`config.mk`:
```
export PLATFORM = sky130hd
export DESIGN_NAME = instr_fetch
export DESIGN_NICKNAME = d
export VERILOG_FILES = /design/src/rtl/instr_fetch_pkg.sv /design/src/rtl/pc_counter.sv /design/src/rtl/instr_fetch.sv
export SDC_FILE = /design/constraint.sdc
export NUM_CORES = 1
export LEC_CHECK = 0
export ABC_AREA = 0
export CAP_MARGIN = 20
export CORE_AREA = 2 2 76 78
export CTS_BUF_LIST = sky130_fd_sc_hd__clkbuf_4 sky130_fd_sc_hd__clkbuf_8 sky130_fd_sc_hd__clkbuf_16
export CTS_CLUSTER_SIZE = 30
export DETAILED_ROUTE_END_ITERATION = 8
export DIE_AREA = 0 0 78 80
export PLACE_DENSITY = 0.78
export SYNTH_ARGS = -nofsm -noshare
export SYNTH_HDL_FRONTEND = slang
export SYNTH_SLANG_ARGS = --single-unit
export TNS_END_PERCENT = 100
```
`constraint.sdc`:
```
create_clock -name clk -period 2.1 [get_ports clk]
set_input_delay 0.21 -clock clk [delete_from_list [all_inputs] [get_ports clk]]
set_output_delay 0.21 -clock clk [all_outputs]
set_load 0.05 [all_outputs]
```
`src/rtl/instr_fetch_pkg.sv`:
```
// Shared definitions for the instruction fetch unit: word width, reset vector,
// FSM state encoding and fetch timeout limit.
package instr_fetch_pkg;

   localparam int unsigned WORD_W        = 16;
   localparam int unsigned WAIT_W        = 4;
   localparam int unsigned TIMEOUT_LIMIT = 16;

   typedef logic [WORD_W-1:0] word_t;

   localparam word_t RESET_VECTOR = 16'h0000;

   localparam logic [1:0] ST_IDLE  = 2'd0;
   localparam logic [1:0] ST_FETCH = 2'd1;
   localparam logic [1:0] ST_READY = 2'd2;

endpackage

```
`src/rtl/pc_counter.sv`:
```
// Program counter register: async reset to the reset vector, load has
// priority over increment, increment wraps modulo 2^WORD_W.
module pc_counter
   import instr_fetch_pkg::*;
(
   input  logic  clk,
   input  logic  rst,
   input  logic  load,
   input  logic  inc,
   input  word_t load_val,
   output word_t pc
);

   word_t pc_q;
   word_t pc_d;

   always_comb begin
      pc_d = pc_q;
      if (load) begin
         pc_d = load_val;
      end else if (inc) begin
         pc_d = pc_q + word_t'(1);
      end
   end

   always_ff @(posedge clk or posedge rst) begin
      if (rst) begin
         pc_q <= RESET_VECTOR;
      end else begin
         pc_q <= pc_d;
      end
   end

   assign pc = pc_q;

endmodule

```
`src/rtl/instr_fetch.sv`:
```
// Instruction fetch unit: IDLE/FETCH/READY FSM, RAM read handshake and IR.
// Define FETCH_TIMEOUT_EN to enable the 16-cycle fetch timeout and sticky fetch_err.
module instr_fetch
   import instr_fetch_pkg::*;
(
   input  logic              clk,
   input  logic              rst,
   input  logic              pc_enable,
   input  logic              instr_enable,
   input  logic              pcin,
   input  logic [WORD_W-1:0] bus_in,
   output logic [WORD_W-1:0] mem_addr,
   output logic              mem_rd,
   input  logic              mem_ack,
   input  logic [WORD_W-1:0] mem_rdata,
   output logic [WORD_W-1:0] instr,
   output logic              instr_valid,
   output logic [WORD_W-1:0] pc,
   output logic              fetch_err
);

   logic [1:0] state_q, state_d;
   logic       mem_rd_q, mem_rd_d;
   word_t      mem_addr_q, mem_addr_d;
   word_t      instr_q, instr_d;
   logic       instr_valid_q, instr_valid_d;
   logic       pc_inc;
   logic       timeout;
   word_t      pc_cur;

   // An ack only counts while a request is actually on the bus.
   logic ack_seen;
   assign ack_seen = (state_q == ST_FETCH) && mem_rd_q && mem_ack;

`ifdef FETCH_TIMEOUT_EN
   localparam logic [WAIT_W-1:0] WAIT_MAX = WAIT_W'(TIMEOUT_LIMIT - 1);

   logic [WAIT_W-1:0] wait_q, wait_d;
   logic              fetch_err_q, fetch_err_d;

   assign timeout = (state_q == ST_FETCH) && mem_rd_q && !mem_ack && !pcin
                    && (wait_q == WAIT_MAX);

   always_comb begin
      wait_d      = '0;
      fetch_err_d = fetch_err_q | timeout;
      if ((state_q == ST_FETCH) && mem_rd_q && !mem_ack && !pcin && !timeout) begin
         wait_d = wait_q + WAIT_W'(1);
      end
   end

   always_ff @(posedge clk or posedge rst) begin
      if (rst) begin
         wait_q      <= '0;
         fetch_err_q <= 1'b0;
      end else begin
         wait_q      <= wait_d;
         fetch_err_q <= fetch_err_d;
      end
   end

   assign fetch_err = fetch_err_q;
`else
   assign timeout   = 1'b0;
   assign fetch_err = 1'b0;
`endif

   always_comb begin
      state_d       = state_q;
      mem_rd_d      = mem_rd_q;
      mem_addr_d    = mem_addr_q;
      instr_d       = instr_q;
      instr_valid_d = instr_valid_q;
      pc_inc        = 1'b0;
      case (state_q)
         ST_IDLE: begin
            if (!pcin && pc_enable) begin
               state_d    = ST_FETCH;
               mem_rd_d   = 1'b1;
               mem_addr_d = pc_cur;
            end
         end
         ST_FETCH: begin
            // A jump drops the request for one cycle; the re-issue picks up the new pc.
            if (pcin) begin
               mem_rd_d = 1'b0;
            end else if (!mem_rd_q) begin
               mem_rd_d   = 1'b1;
               mem_addr_d = pc_cur;
            end else if (ack_seen) begin
               if (instr_enable) begin
                  instr_d       = mem_rdata;
                  instr_valid_d = 1'b1;
                  pc_inc        = 1'b1;
                  mem_rd_d      = 1'b0;
                  state_d       = ST_READY;
               end
            end else if (timeout) begin
               mem_rd_d = 1'b0;
               state_d  = ST_IDLE;
            end
         end
         ST_READY: begin
            if (!pcin && pc_enable) begin
               state_d       = ST_FETCH;
               instr_valid_d = 1'b0;
               mem_rd_d      = 1'b1;
               mem_addr_d    = pc_cur;
            end
         end
         default: begin
            state_d  = ST_IDLE;
            mem_rd_d = 1'b0;
         end
      endcase
   end

   always_ff @(posedge clk or posedge rst) begin
      if (rst) begin
         state_q       <= ST_IDLE;
         mem_rd_q      <= 1'b0;
         mem_addr_q    <= '0;
         instr_q       <= '0;
         instr_valid_q <= 1'b0;
      end else begin
         state_q       <= state_d;
         mem_rd_q      <= mem_rd_d;
         mem_addr_q    <= mem_addr_d;
         instr_q       <= instr_d;
         instr_valid_q <= instr_valid_d;
      end
   end

   pc_counter u_pc_counter (
      .clk      (clk),
      .rst      (rst),
      .load     (pcin),
      .inc      (pc_inc),
      .load_val (bus_in),
      .pc       (pc_cur)
   );

   assign mem_rd      = mem_rd_q;
   assign mem_addr    = mem_addr_q;
   assign instr       = instr_q;
   assign instr_valid = instr_valid_q;
   assign pc          = pc_cur;

endmodule

```
# After elaboration in Yosys (flattened, before gate mapping)
# Index checks and enable logic that the tools add are counted.
# W data, S select, Z words.
# word_totals
reg_bits	52
inputBits	38
output_inout_bits	51
wordCells	59
# op_classes
addsub	1
n_eq_ne	9
n_mux	29
bitwise_logic	1
n_reduce_logical	13
# op_table
operator	n
$mux W16	5
$pmux W16 S2	1
$add A16 B1 Y16 const B	1
$mux W1	15
$ne A2 B2 Y1 const B	6
$mux W2	5
$reduce_and A5 Y1	2
$reduce_and A6 Y1	1
$reduce_bool A2 Y1	3
$pmux W1 S2	2
$pmux W2 S2	1
$reduce_and A4 Y1	1
$logic_and A1 B1 Y1	3
$eq A2 B1 Y1 const B	1
$eq A2 B2 Y1 const B	1
$logic_not A2 Y1	1
$ne A2 B1 Y1 const B	1
$reduce_or A2 Y1	1
$logic_not A1 Y1	1
$not A1 Y1	1

# Logic depth before layout (Yosys ltp)
# logic_depth
ltp_word	9
mapped_depth	5
depth_no_buf	5

# Cells and area by module
# A second synthesis with hierarchy kept.
# hier_totals
hier_cells	195
area_unflattened_um2	2444.8
# by_module_without_submodules
module	n_inst	cells_per_inst	area_each_um2	seq_area_each_um2
instr_fetch	1	92	1486.4	900.9
pc_counter	1	103	958.4	400.4

# Least setup slack after synthesis
# Ideal clock, no wire load.
# synth_path
path_type	reg2reg
from	register mem_rd_q, in the netlist mem_rd
to	register u_pc_counter.pc_q[15], in the netlist u_pc_counter.pc[15]
setup_time_ns	0.124
t_arrival_ns	2.085
required_ns	1.976
path_slack_ns	-0.109
stages_incl_launch_ff	6
path_buffers	1
period_less_slack_ns	2.209
path_cell_list	dfrtp_1 > nand3_4 > or4_1 > buf_2 > o31a_1 > o31a_1
# synth_via
elab_chain_len	7
# synth_rtl
item	line_no	source
start, declared	instr_fetch.sv:23	logic mem_rd_q, mem_rd_d;
start signal, assigned	instr_fetch.sv:127	mem_rd_q <= mem_rd_d;
$logic_and A1 B1 Y1 (2 in a row)	instr_fetch.sv:33	assign ack_seen = (state_q == ST_FETCH) && mem_rd_q && mem_ack;
$mux W1	instr_fetch.sv:90	end else if (ack_seen) begin
$mux W1 *	instr_fetch.sv:87	end else if (!mem_rd_q) begin
$mux W1 *	instr_fetch.sv:85	if (pcin) begin
$mux W1 *	instr_fetch.sv:75	case (state_q)
$reduce_bool A2 Y1 (no source line) *	-	
end signal, assigned	pc_counter.sv:30	pc_q <= pc_d;
end, declared	pc_counter.sv:14	word_t pc_q;
# Every way passes the cells marked *; elsewhere a longest branch is shown, timed or not.
# A chain may end at the register's enable or synchronous reset.

# Worst setup path in the final report
# layout_path
from	register state_q[1]
to	register u_pc_counter.pc_q[13], in the netlist u_pc_counter.pc[13]
# layout_via
elab_chain_len	8
# layout_rtl
item	line_no	source
start, declared	instr_fetch.sv:22	logic [1:0] state_q, state_d;
start signal, assigned	instr_fetch.sv:126	state_q <= state_d;
$eq A2 B1 Y1 *	instr_fetch.sv:33, instr_fetch.sv:75	
$logic_and A1 B1 Y1 (2 in a row)	instr_fetch.sv:33	
$mux W1	instr_fetch.sv:90	
$mux W1	instr_fetch.sv:87	
$mux W1	instr_fetch.sv:85	
$mux W1 *	instr_fetch.sv:75	
$reduce_bool A2 Y1 (no source line) *	-	
# Marks and branches as above.

==> results.toml <==
[routing]
drc_errors = 0
drt_first_pass_iters = 4
route.final.wire_length_um = 5170
drtIter0Drc = 61
avgViaCountPerCell = 5.04
wl_per_cell_um = 14.3
vias = 1818
drtAntennaViolNets = 0

[synthesis]
yosysSeqAreaShare_pct = 56.9
synth_nets = 232
avgSynthCellArea_um2 = 11.8
ys_types = 33
syn_inst = 193
synth-seq-cells = 52
synthesis.area_um2 = 2290
yosys_warnings = 0

[final_layout]
final.fill_count = 432
drive_gt1_share_pct = 19.4
num_antenna_cells = 0
finalInstanceArea_um2 = 3410
final_nets = 327
syn_to_final_growth_pct = 49.0

[min_path]
hold_class = "in -> async"

[timing]
tns_ns = 0
hold_violations = 0
rsz0062_at_grt = "no"
worst_pin_slew_ns = 0.525
drv_slew = 0
clock.fmax_mhz = 507
timing.slew.headroom_pct = 64.9
setup_viol = 0
fin_skew_ns = 0.00773
period_share_pct = 93.9
layout_min_cycle_time_ns = 1.97

[worst_setup_path]
r2r_slack_ns = 0.13
worstPathArrival_ns = 2.20
cp-end-kind = "register"
r2r_end = "u_pc_counter.pc[13]"
worstPathMaxFanout = 8
r2r-start = "state_q[1]"
required_ns = 2.33
start_kind = "register"
worstRegToRegCells = 5
crit_type = "reg -> reg"

[clock_network]
cts_buffers = 5
cts_buffer_depth = 2
h-tree-depth = 2
cts_resized = 0
cts.sinks = 52
cts-root-buf = "clkbuf_8"
insertion_delay_ns = 0.30
hold_buffers = 0
cts_tree = "yes"
clkTransAtPathRegs_ns = 0.09
cts_setup_buffers = 0

[pwr]
p_per_area_nw_per_um2 = 1430
total_power_w = 0.00488
leakage_nw = 1.36
ir_drop_v = 0.000678

[global_route]
grtUsageTotal_pct = 17.6
grt_pass1_wl_um = 8530
grt_max_degree = 33
antenna_found_initial = 0
first_global_vias = 1773
overflow = 0

[placed_design]
io_buffers = 87
dpl-instance-area_um2 = 3320
place_hpwl_um = 3770
gp_congestion = 0.766

[floorplan]
rows = 27
start_util_pct = 42.3
die_x_um = 78
core-area_um2 = 5410
die_area_um2 = 6240
io_pins = 89
die_height_um = 80

[status]
status = "complete, no violations"

[job]
maxCapViolCount = 0
## power by group
part / internal (W) / leakage [nW] / switching (W)
Combinational: 0.00103 / 0.701 / 0.00168
Sequential: 0.00137 / 0.612 / 0.000222
Clock: 0.000261 / 0.0491 / 0.000315
Total: 0.00266 / 1.36 / 0.00222
## flip-flops by register name (all words and copies together), names as in the netlist
register / flops
mem_addr: 16
mem_rd: 1
state_q: 2
u_pc_counter.pc: 16
instr: 16
instr_valid: 1
## area by class of cell
class	count	area, um^2	area share, %
inverter	7	26.3	0.771
clock buffer	7	83.8	2.46
timing repair buffer	96	976	28.6
sequential	52	1310	38.3
clock inverter	1	5.00	0.147
tap	72	90.1	2.64
multi-input combinational	126	921	27.0
## cells in the mapped netlist
library cell / instances / area (um^2)
mux2i_1: 1 / 10.0
o22ai_1: 1 / 6.26
and3_1: 1 / 6.26
nor4_1: 1 / 6.26
nand4b_1: 2 / 17.5
nor3_1: 4 / 20.0
o21ai_0: 18 / 90.1
dfrtp_1: 52 / 1300
a31oi_1: 7 / 43.8
ha_1: 1 / 12.5
a21oi_1: 1 / 5.00
xnor2_1: 7 / 61.3
or3_1: 6 / 37.5
and4_1: 1 / 8.76
nand4_1: 3 / 18.8
a31o_2: 1 / 8.76
nand3_1: 3 / 15.0
or4_1: 2 / 15.0
clkbuf_1: 4 / 15.0
nor2_1: 11 / 41.3
nand2_1: 12 / 45.0
nand2b_1: 3 / 18.8
buf_4: 1 / 7.51
a22o_1: 1 / 8.76
buf_2: 3 / 15.0
o21a_1: 1 / 7.51
nand3_4: 1 / 17.5
mux2_2: 32 / 360
conb_1: 1 / 3.75
nand3b_1: 1 / 7.51
nor3_2: 1 / 10.0
inv_1: 7 / 26.3
o31a_1: 2 / 17.5
## logic make-up (layout without fill, tap and decap cells)
logic type,count (synthesis),count (layout),synth area share (%)
flops,52,52,56.9
simple gates,52,52,12.5
mux,33,33,16.2
compound gates,32,32,8.21
buf+inv,15,111,2.79
xor+xnor,7,7,2.68
fa+ha+maj,1,1,0.547
other cells,1,1,0.164
## metal layers
metal / routed length, um / global-route usage (%) / up-vias / share of wire (%)
met5: 0 / 0 / - / 0
met4: 10 / 3.33 / 0 / 0.19
met3: 298 / 4.64 / 2 / 5.8
met2: 2420 / 27.4 / 63 / 47
met1: 2440 / 25.0 / 872 / 47
li1: - / - / 881 / -
## worst max-delay path, stage by stage, from the launching register on
cell      delay [ns]
dfrtp_1         0.44
nand4b_1        0.26
or4_1           0.52
buf_4           0.18
or3_1           0.33
a31oi_1         0.17
## layout by cell type, fill, tap and decap left out, types with 3 or more instances in the layout
cell type and instances:
clkdlybuf4s50_1 87, xnor2_1 7, nand3_1 3, buf_4 6, nor3_1 4, buf_12 3, dfrtp_2 3, mux2_2 32
nand2b_1 3, a31oi_1 7, or3_1 6, nand4_1 3, dfrtp_1 49, nand2_1 12, nor2_1 11, clkbuf_8 5
inv_1 6, o21ai_0 18
## metrics by stage
step | hold slack, ns | instances | utilization, % | setup slack, ns
after floorplan | 0.331 | 193 | - | 0.00586
after CTS | 0.252 | 361 | 63.0 | 0.130
final | 0.243 | 361 | 63.0 | 0.127
after detailed placement | 0.495 | 353 | 61.4 | -0.0375
after global placement | 0.488 | 353 | 61.4 | -0.0102
after global routing | 0.274 | 361 | 63.0 | 0.00399
## how the worst max path moves through the flow
stage                        from                  end  slack (ns)  cells past startpoint
2_1_floorplan  u_pc_counter.pc[2]  u_pc_counter.pc[15]       0.006                      5
3_3_place_gp              mem_ack  u_pc_counter.pc[11]       -0.01                      6
3_5_place_dp              mem_ack  u_pc_counter.pc[13]       -0.04                      6
4_1_cts                state_q[1]  u_pc_counter.pc[13]        0.13                      5
5_1_grt                state_q[1]   u_pc_counter.pc[9]       0.004                      5
6_report               state_q[1]  u_pc_counter.pc[13]        0.13                      5
No activity file was read; power rests on OpenSTA's default activity.
